**config.mk**
```make
export PLATFORM = sky130hd
export DESIGN_NAME = crc_frame_scheduler
export DESIGN_NICKNAME = d
export VERILOG_FILES = /design/src/rtl/crc_sched_pkg.sv /design/src/rtl/rr_arbiter.sv /design/src/rtl/crc_frame_scheduler.sv
export SDC_FILE = /design/constraint.sdc
export NUM_CORES = 1
export LEC_CHECK = 0
export CAP_MARGIN = 20
export CELL_PAD_IN_SITES_DETAIL_PLACEMENT = 0
export CELL_PAD_IN_SITES_GLOBAL_PLACEMENT = 2
export CORE_MARGIN = 2
export CORE_UTILIZATION = 21
export DETAILED_ROUTE_END_ITERATION = 12
export PLACE_DENSITY_LB_ADDON = 0.1
export REMOVE_ABC_BUFFERS = 1
export SYNTH_ARGS = -nofsm -noshare
export SYNTH_HDL_FRONTEND = slang
export SYNTH_SLANG_ARGS = --single-unit
```
**constraint.sdc**
```tcl
create_clock -name clk -period 1.6 [get_ports clk]
set_clock_uncertainty 0.05 [all_clocks]
set_input_delay 0.48 -clock clk [delete_from_list [all_inputs] [get_ports clk]]
set_output_delay 0.48 -clock clk [all_outputs]
set_load 0.01 [all_outputs]
```
**src/rtl/crc_sched_pkg.sv**
```systemverilog
// Shared types for the CRC frame scheduler and the CRC engine it drives.
package crc_sched_pkg;

  typedef enum logic [1:0] {
    CRC_NONE  = 2'd0,
    CRC_INIT  = 2'd1,
    CRC_DATA  = 2'd2,
    CRC_CHECK = 2'd3
  } crc_op_e;

  typedef enum logic [2:0] {
    ST_IDLE,
    ST_INIT,
    ST_DATA,
    ST_CHECK,
    ST_WAIT_RES,
    ST_RESP
  } sched_state_e;

  localparam logic [7:0] ERR_CNT_MAX = 8'd255;

endpackage

```
**src/rtl/rr_arbiter.sv**
```systemverilog
// Combinational round-robin picker: first asserted request at or after ptr wins.
module rr_arbiter #(
  parameter int N_REQ = 2,
  localparam int IDX_W = $clog2(N_REQ)
) (
  input  logic [N_REQ-1:0] req,
  input  logic [IDX_W-1:0] ptr,
  output logic [N_REQ-1:0] gnt,
  output logic [IDX_W-1:0] gnt_idx
);

  logic             found;
  logic [IDX_W-1:0] cand;

  always_comb begin
    gnt     = '0;
    gnt_idx = '0;
    found   = 1'b0;
    cand    = '0;
    for (int i = 0; i < N_REQ; i++) begin
      cand = IDX_W'((int'(ptr) + i) % N_REQ);
      if (!found && req[cand]) begin
        found      = 1'b1;
        gnt[cand]  = 1'b1;
        gnt_idx    = cand;
      end
    end
  end

endmodule

```
**src/rtl/crc_frame_scheduler.sv**
```systemverilog
// Time-shares one CRC engine between N_REQ frame requesters, sequencing
// INIT/DATA/CHECK per frame and routing the verdict back to the owner.
module crc_frame_scheduler
  import crc_sched_pkg::*;
#(
  parameter int N_REQ  = 2,
  parameter int DATA_W = 8,
  parameter int CNT_W  = 8,
  localparam int IDX_W = $clog2(N_REQ)
) (
  input  logic                    clk,
  input  logic                    rst_n,
  input  logic [N_REQ-1:0]        req_valid,
  input  logic [N_REQ*CNT_W-1:0]  req_count,
  output logic [N_REQ-1:0]        req_ready,
  input  logic [N_REQ-1:0]        dat_valid,
  input  logic [N_REQ*DATA_W-1:0] dat_data,
  output logic [N_REQ-1:0]        dat_ready,
  output logic [N_REQ-1:0]        rsp_valid,
  output logic [N_REQ-1:0]        rsp_ok,
  input  logic [N_REQ-1:0]        rsp_ready,
  output logic                    cmd_valid,
  output logic [1:0]              cmd_op,
  output logic [DATA_W-1:0]       cmd_data,
  input  logic                    cmd_ready,
  input  logic                    eng_valid,
  input  logic                    eng_ok,
  output logic                    eng_ready,
  output logic                    busy,
  output logic [IDX_W-1:0]        grant,
  output logic [7:0]              err_cnt
);

  sched_state_e      state, state_d;
  logic [IDX_W-1:0]  rr, rr_d;
  logic [IDX_W-1:0]  grant_q, grant_d;
  logic [CNT_W-1:0]  remaining, remaining_d;
  logic              verdict, verdict_d;
  logic [7:0]        err_q, err_d;
  logic [N_REQ-1:0]  arb_gnt;
  logic [IDX_W-1:0]  arb_idx;
  logic [N_REQ-1:0]  gnt_oh;
  logic              sel_valid;
  logic [DATA_W-1:0] sel_data;
  crc_op_e           op;

  rr_arbiter #(.N_REQ(N_REQ)) u_arb (
    .req     (req_valid),
    .ptr     (rr),
    .gnt     (arb_gnt),
    .gnt_idx (arb_idx)
  );

  assign gnt_oh    = N_REQ'(1) << grant_q;
  assign sel_valid = dat_valid[grant_q];
  assign sel_data  = dat_data[int'(grant_q)*DATA_W +: DATA_W];

  assign cmd_op  = op;
  assign busy    = (state != ST_IDLE);
  assign grant   = grant_q;
  assign err_cnt = err_q;

  // Outputs are held low while rst_n is asserted, even if requests are pending.
  always_comb begin
    state_d     = state;
    rr_d        = rr;
    grant_d     = grant_q;
    remaining_d = remaining;
    verdict_d   = verdict;
    err_d       = err_q;
    req_ready   = '0;
    dat_ready   = '0;
    rsp_valid   = '0;
    rsp_ok      = '0;
    cmd_valid   = 1'b0;
    op          = CRC_NONE;
    cmd_data    = '0;
    eng_ready   = 1'b0;

    if (rst_n) begin
      case (state)
        ST_IDLE: begin
          if (|req_valid) begin
            req_ready   = arb_gnt;
            grant_d     = arb_idx;
            remaining_d = req_count[int'(arb_idx)*CNT_W +: CNT_W];
            state_d     = ST_INIT;
          end
        end
        ST_INIT: begin
          cmd_valid = 1'b1;
          op        = CRC_INIT;
          if (cmd_ready) state_d = (remaining != '0) ? ST_DATA : ST_CHECK;
        end
        ST_DATA: begin
          cmd_valid = sel_valid;
          op        = CRC_DATA;
          cmd_data  = sel_data;
          dat_ready = gnt_oh & {N_REQ{cmd_ready}};
          if (sel_valid && cmd_ready) begin
            remaining_d = remaining - 1'b1;
            if (remaining == CNT_W'(1)) state_d = ST_CHECK;
          end
        end
        ST_CHECK: begin
          cmd_valid = sel_valid;
          op        = CRC_CHECK;
          cmd_data  = sel_data;
          dat_ready = gnt_oh & {N_REQ{cmd_ready}};
          if (sel_valid && cmd_ready) state_d = ST_WAIT_RES;
        end
        ST_WAIT_RES: begin
          eng_ready = 1'b1;
          if (eng_valid) begin
            verdict_d = eng_ok;
            if (!eng_ok && err_q != ERR_CNT_MAX) err_d = err_q + 8'd1;
            state_d = ST_RESP;
          end
        end
        ST_RESP: begin
          rsp_valid = gnt_oh;
          rsp_ok    = verdict ? gnt_oh : '0;
          if (rsp_ready[grant_q]) begin
            rr_d    = (grant_q == IDX_W'(N_REQ-1)) ? '0 : grant_q + 1'b1;
            state_d = ST_IDLE;
          end
        end
        default: state_d = ST_IDLE;
      endcase
    end
  end

  always_ff @(posedge clk or negedge rst_n) begin
    if (!rst_n) begin
      state     <= ST_IDLE;
      rr        <= '0;
      grant_q   <= '0;
      remaining <= '0;
      verdict   <= 1'b0;
      err_q     <= '0;
    end else begin
      state     <= state_d;
      rr        <= rr_d;
      grant_q   <= grant_d;
      remaining <= remaining_d;
      verdict   <= verdict_d;
      err_q     <= err_d;
    end
  end

endmodule

```
# Word-level counts from Yosys, hierarchy flattened
# Cells that the tools add are included.
# W data, S select, Z words.
# totals
regBits,22
input_bits,43
word_cells,101
# classes
addsub,4
n_lt_le_gt_ge,5
n_eq_ne,14
shift,3
n_mux,48
bitwise,2
n_reduce_logical,19
# ops
operator,count
$mux W8,4
$shiftx A16 B5 Y8,2
$mux W2,13
$mux W3,7
$mux W1,18
$pmux W3 S6,1
$pmux W8 S2,1
$ne A2 B2 Y1 const B,7
$reduce_and A3 Y1,3
$add A8 B1 Y8 const B,1
$eq A8 B1 Y1 const B,1
$ne A8 B8 Y1 const B,1
$reduce_and A4 Y1,2
$reduce_and A8 Y1,1
$reduce_bool A8 Y1,1
$sub A8 B1 Y8 const B,1
$eq A3 B2 Y1 const B,2
$eq A3 B3 Y1 const B,2
$lt A1 B2 Y1 const B,3
$pmux W2 S3,1
$logic_and A1 B1 Y1,5
$reduce_or A2 Y1,2
$eq A3 B1 Y1 const B,1
$logic_not A3 Y1,1
other kinds (10),14

# Logic depth before layout (Yosys ltp)
# depth
ltp_word,10
mapped_depth,7
ltp_nobuf,6

# Hierarchy
# From an unflattened synthesis, not the netlist that was laid out.
# unflattened
cells_unflattened,192
area_unflattened_um2,1670.4
# modules_own_cells
mod,instances,cells_per_inst,area_each_um2
crc_frame_scheduler,1,188,1640.3
rr_arbiter,1,4,30.0

# Worst setup path before layout
# No wires, ideal clock.
# synth_timing
path_kind,register to output
start,register state[1]
end,output port dat_ready[0]
arrival_time_ns,1.323
path_slack_ns,-0.253
path_stages_with_launch,8
path_buffers,1
path_cell_list,dfrtp_1 -> buf_4 -> inv_1 -> nor2_1 -> nand2_1 -> inv_1 -> nand2_1 -> nor2_1
# synth_via
elab_chain_len,4
word_cells_on_any_way,5
# synth_rtl
element,line,text
"start, declared",crc_frame_scheduler.sv:34,"sched_state_e state, state_d;"
"start signal, assigned",crc_frame_scheduler.sv:142,state <= state_d;
$eq A3 B2 Y1,crc_frame_scheduler.sv:81,case (state)
$reduce_or A2 Y1 (no source line) (*),-,
$mux W2 (*),-,
$mux W2 (*),crc_frame_scheduler.sv:80,if (rst_n) begin
"end, declared",crc_frame_scheduler.sv:18,"output logic [N_REQ-1:0] dat_ready,"
# Mark *: on every way between the ends. The rest lies on a longest branch, timed or not.

# Worst setup path in the final report
# layout_timing
start,register state[1]
end,output port rsp_ok[0]
# layout_via
elab_chain_len,3
# layout_rtl
element,line,text
$eq A3 B3 Y1,crc_frame_scheduler.sv:81,
$mux W2,crc_frame_scheduler.sv:81,
$mux W2,crc_frame_scheduler.sv:80,
"end, declared",crc_frame_scheduler.sv:20,"output logic [N_REQ-1:0] rsp_ok,"
# Every way passes these cells.

==> metrics.txt <==
Initial Utilization 21.2%; CTS Buf Count 3; worst slew pin tran 0.465 ns; GP Congestion 0.751; post-route insts no fill 465; sequential share of the synthesized area 32.0%; final setup fails 40; initial antenna violation count 0; RSZ-0062 raised after global routing yes; DRT Pass-1 Iters 4; WHS 0.193 ns; final worst slack -0.486 ns; share of layout cells above drive strength 1 53.1%; worst path cell trace buf_6, nand3b_1, nor3_2, and2_1, buf_2; gr ovfl total 0; worst hold path type in -> async; leak pwr 1.73 nW; failing checks negative setup slack; Area growth syn-to-layout 118%; # DRC 0; minimum clock period after layout 2.09 ns; Post-synth ARST share 100%; number of synthesized flops with an enable pin 0; vias 2157; Final Max Slew Viols 0; core area 8090 um^2; Die ar. 8930 um^2; Worst Path Max Fanout 6; Critical Path Slowest Stage Cell dfrtp_1; I/O pin count 73; startpoint type of the worst setup path register; first-pass GRT wire length 11200 um; worst path arrival time 1.56 ns; WS Path Type reg -> out; Pwr Density 1160 nW/um^2; total track usage 16.1%; Row Count 33; Die Span Y 94.5 um; Post-Syn Area 1720 um^2; Via-to-Cell Ratio 4.64; global route hottest layer met2; most frequent cells in the layout 65 x buf_4, 36 x clkdlybuf4s50_1, 34 x buf_6; Reg clk slew, reported paths 0.09 ns; Final Util 46.2%; Crit. End Element primary output; CTS Sinks 22; fmax 0.479 GHz; Routed Antenna Nets 0; Seq cells post-synth 22; Clk Latency, worst-skew pair 0.26 ns; CTS root buf clkbuf_8; Layout Nets 408; GRT met2 Usage 30.5%; grt met3 use 2.39%; # diodes 0; synth warn 0; synth unique cells 48; Slew headroom 68.9%; status finished with violations; Fin. Hold Viols 0; final cycle utilization of the critical path 130%; slowest stage delay, CP 0.42 ns; commonest non-fill, non-tap cell in the layout buf_4; syn avg cell area 8.64 um^2; CTS tree done; Max VDD drop 0.000540 V; WP data required 1.07 ns; placed cells 431; largest net degree at the start of global routing 14; Buffers on Ports 72; Top FF cell, synth dfrtp_1; Synth Instances 199; final WL 7170 um; met1 usage in global routing 18.7%; wire length per cell after detailed routing 15.4 um; Die Span X 94.5 um; First DRT Iteration DRCs 40; Max H-tree Level 1; vias in the first global route 2254; maxcap violations 0; Post-DP HPWL 5090 um; Clock Tree Buf Depth 2
==> report_power, final <==
part	total (W)	switching [W]	internal, W
combinational	0.00299	0.00137	0.00162
sequential	0.000825	0.000136	0.000689
clock	0.000531	0.000197	0.000334
total	0.00435	0.00170	0.00264
==> critical path: cells and delay by family, from the launching register on <==
| kind | cells | cell delay, ns |
|---|---|---|
| simple gates | 3 | 0.59 |
| flops | 1 | 0.42 |
| buf+inv | 2 | 0.27 |
==> state kept, by name, indices dropped and copies added (netlist names) <==
signal	flops
rr	1
verdict	1
grant	1
remaining	8
state	3
err_cnt	8
==> cells in the mapped netlist, drive strengths merged, types with 2 or more instances <==
master | n | share of area [%]
a21o | 5 | 2.2
xor2 | 5 | 2.5
ha | 4 | 2.9
a31oi | 5 | 2.7
a21oi | 5 | 1.5
a211oi | 2 | 0.87
nor4 | 3 | 1.1
nand2 | 10 | 2.2
nor3b | 2 | 1.2
and3 | 5 | 1.8
nor2 | 19 | 4.1
a32oi | 4 | 2.0
mux2i | 9 | 5.2
o31ai | 7 | 3.3
o21ai | 12 | 3.5
dfrtp | 22 | 32
clkbuf | 3 | 0.65
inv | 12 | 2.6
o22a | 2 | 1.0
and2 | 4 | 1.5
buf | 7 | 2.7
nor4b | 2 | 1.0
nand4 | 3 | 1.1
mux2 | 5 | 3.3
or3 | 8 | 2.9
nand3 | 7 | 2.0
nor3 | 13 | 3.8
==> cell type report <==
type                    instances  area [um^2]
inverters                      12         52.6
fillers                       822         4350
multi-input cells             155         1430
flip-flops and latches         22          552
clock buffers                   3         41.3
well taps                     105          131
clock inverters                 1         30.0
repair buffers                167         1510
==> layer usage <==
metal | vias to the layer above | wire length [um] | share of wire [%]
li1 | 1059 | - | -
met1 | 1056 | 2910 | 40
met2 | 32 | 3990 | 56
met5 | - | 0 | 0
met3 | 10 | 169 | 2.4
met4 | 0 | 112 | 1.6
==> final timing paths <==
path / start / endpoint / slack, ns / cells past startpoint
hold / removal: rst_n / remaining[3] / 0.19 / 3
min in group clk: remaining[7] / remaining[7] / 0.51 / 2
setup reg to reg: state[1] / err_cnt[4] / -0.33 / 7
hold reg to reg: remaining[7] / remaining[7] / 0.51 / 2
max in group asynchronous: rst_n / remaining[4] / 0.98 / 4
setup / recovery: state[1] / rsp_ok[0] / -0.49 / 5
==> through the flow <==
step	instance area (um^2)	TNS [ns]	power (W)	setup WS, ns
after floorplan	1660	-6.46	0.00181	-0.431
after global placement	3030	-35.02	0.00297	-1.02
after detailed placement	3030	-35.11	0.00296	-1.03
after CTS	3500	-10.72	0.00409	-0.435
after global routing	3740	-13.20	0.00463	-0.537
final	3740	-10.78	0.00435	-0.486
==> what timing repair did <==
| action | CTS | global route |
|---|---|---|
| cloned | 2 | 1 |
| buffers inserted | 20 | 10 |
| resized for setup | 193 | 45 |
| endpoints found under the setup margin | 50 | 42 |
| pin swaps | 32 | 24 |
| hold buffers | 0 | 0 |
==> cells by family after synthesis <==
kind of cell / after synthesis / synth area share [%]
AOI/OAI and AO/OA: 47 / 20.8
xor gates and xnor gates: 6 / 3.06
adders and majority gates: 4 / 2.91
buffers and inverters: 22 / 5.97
DFF: 22 / 32.0
muxes: 14 / 8.52
and+or+nand+nor: 84 / 26.7
No activity file was read; power rests on OpenSTA's default activity.
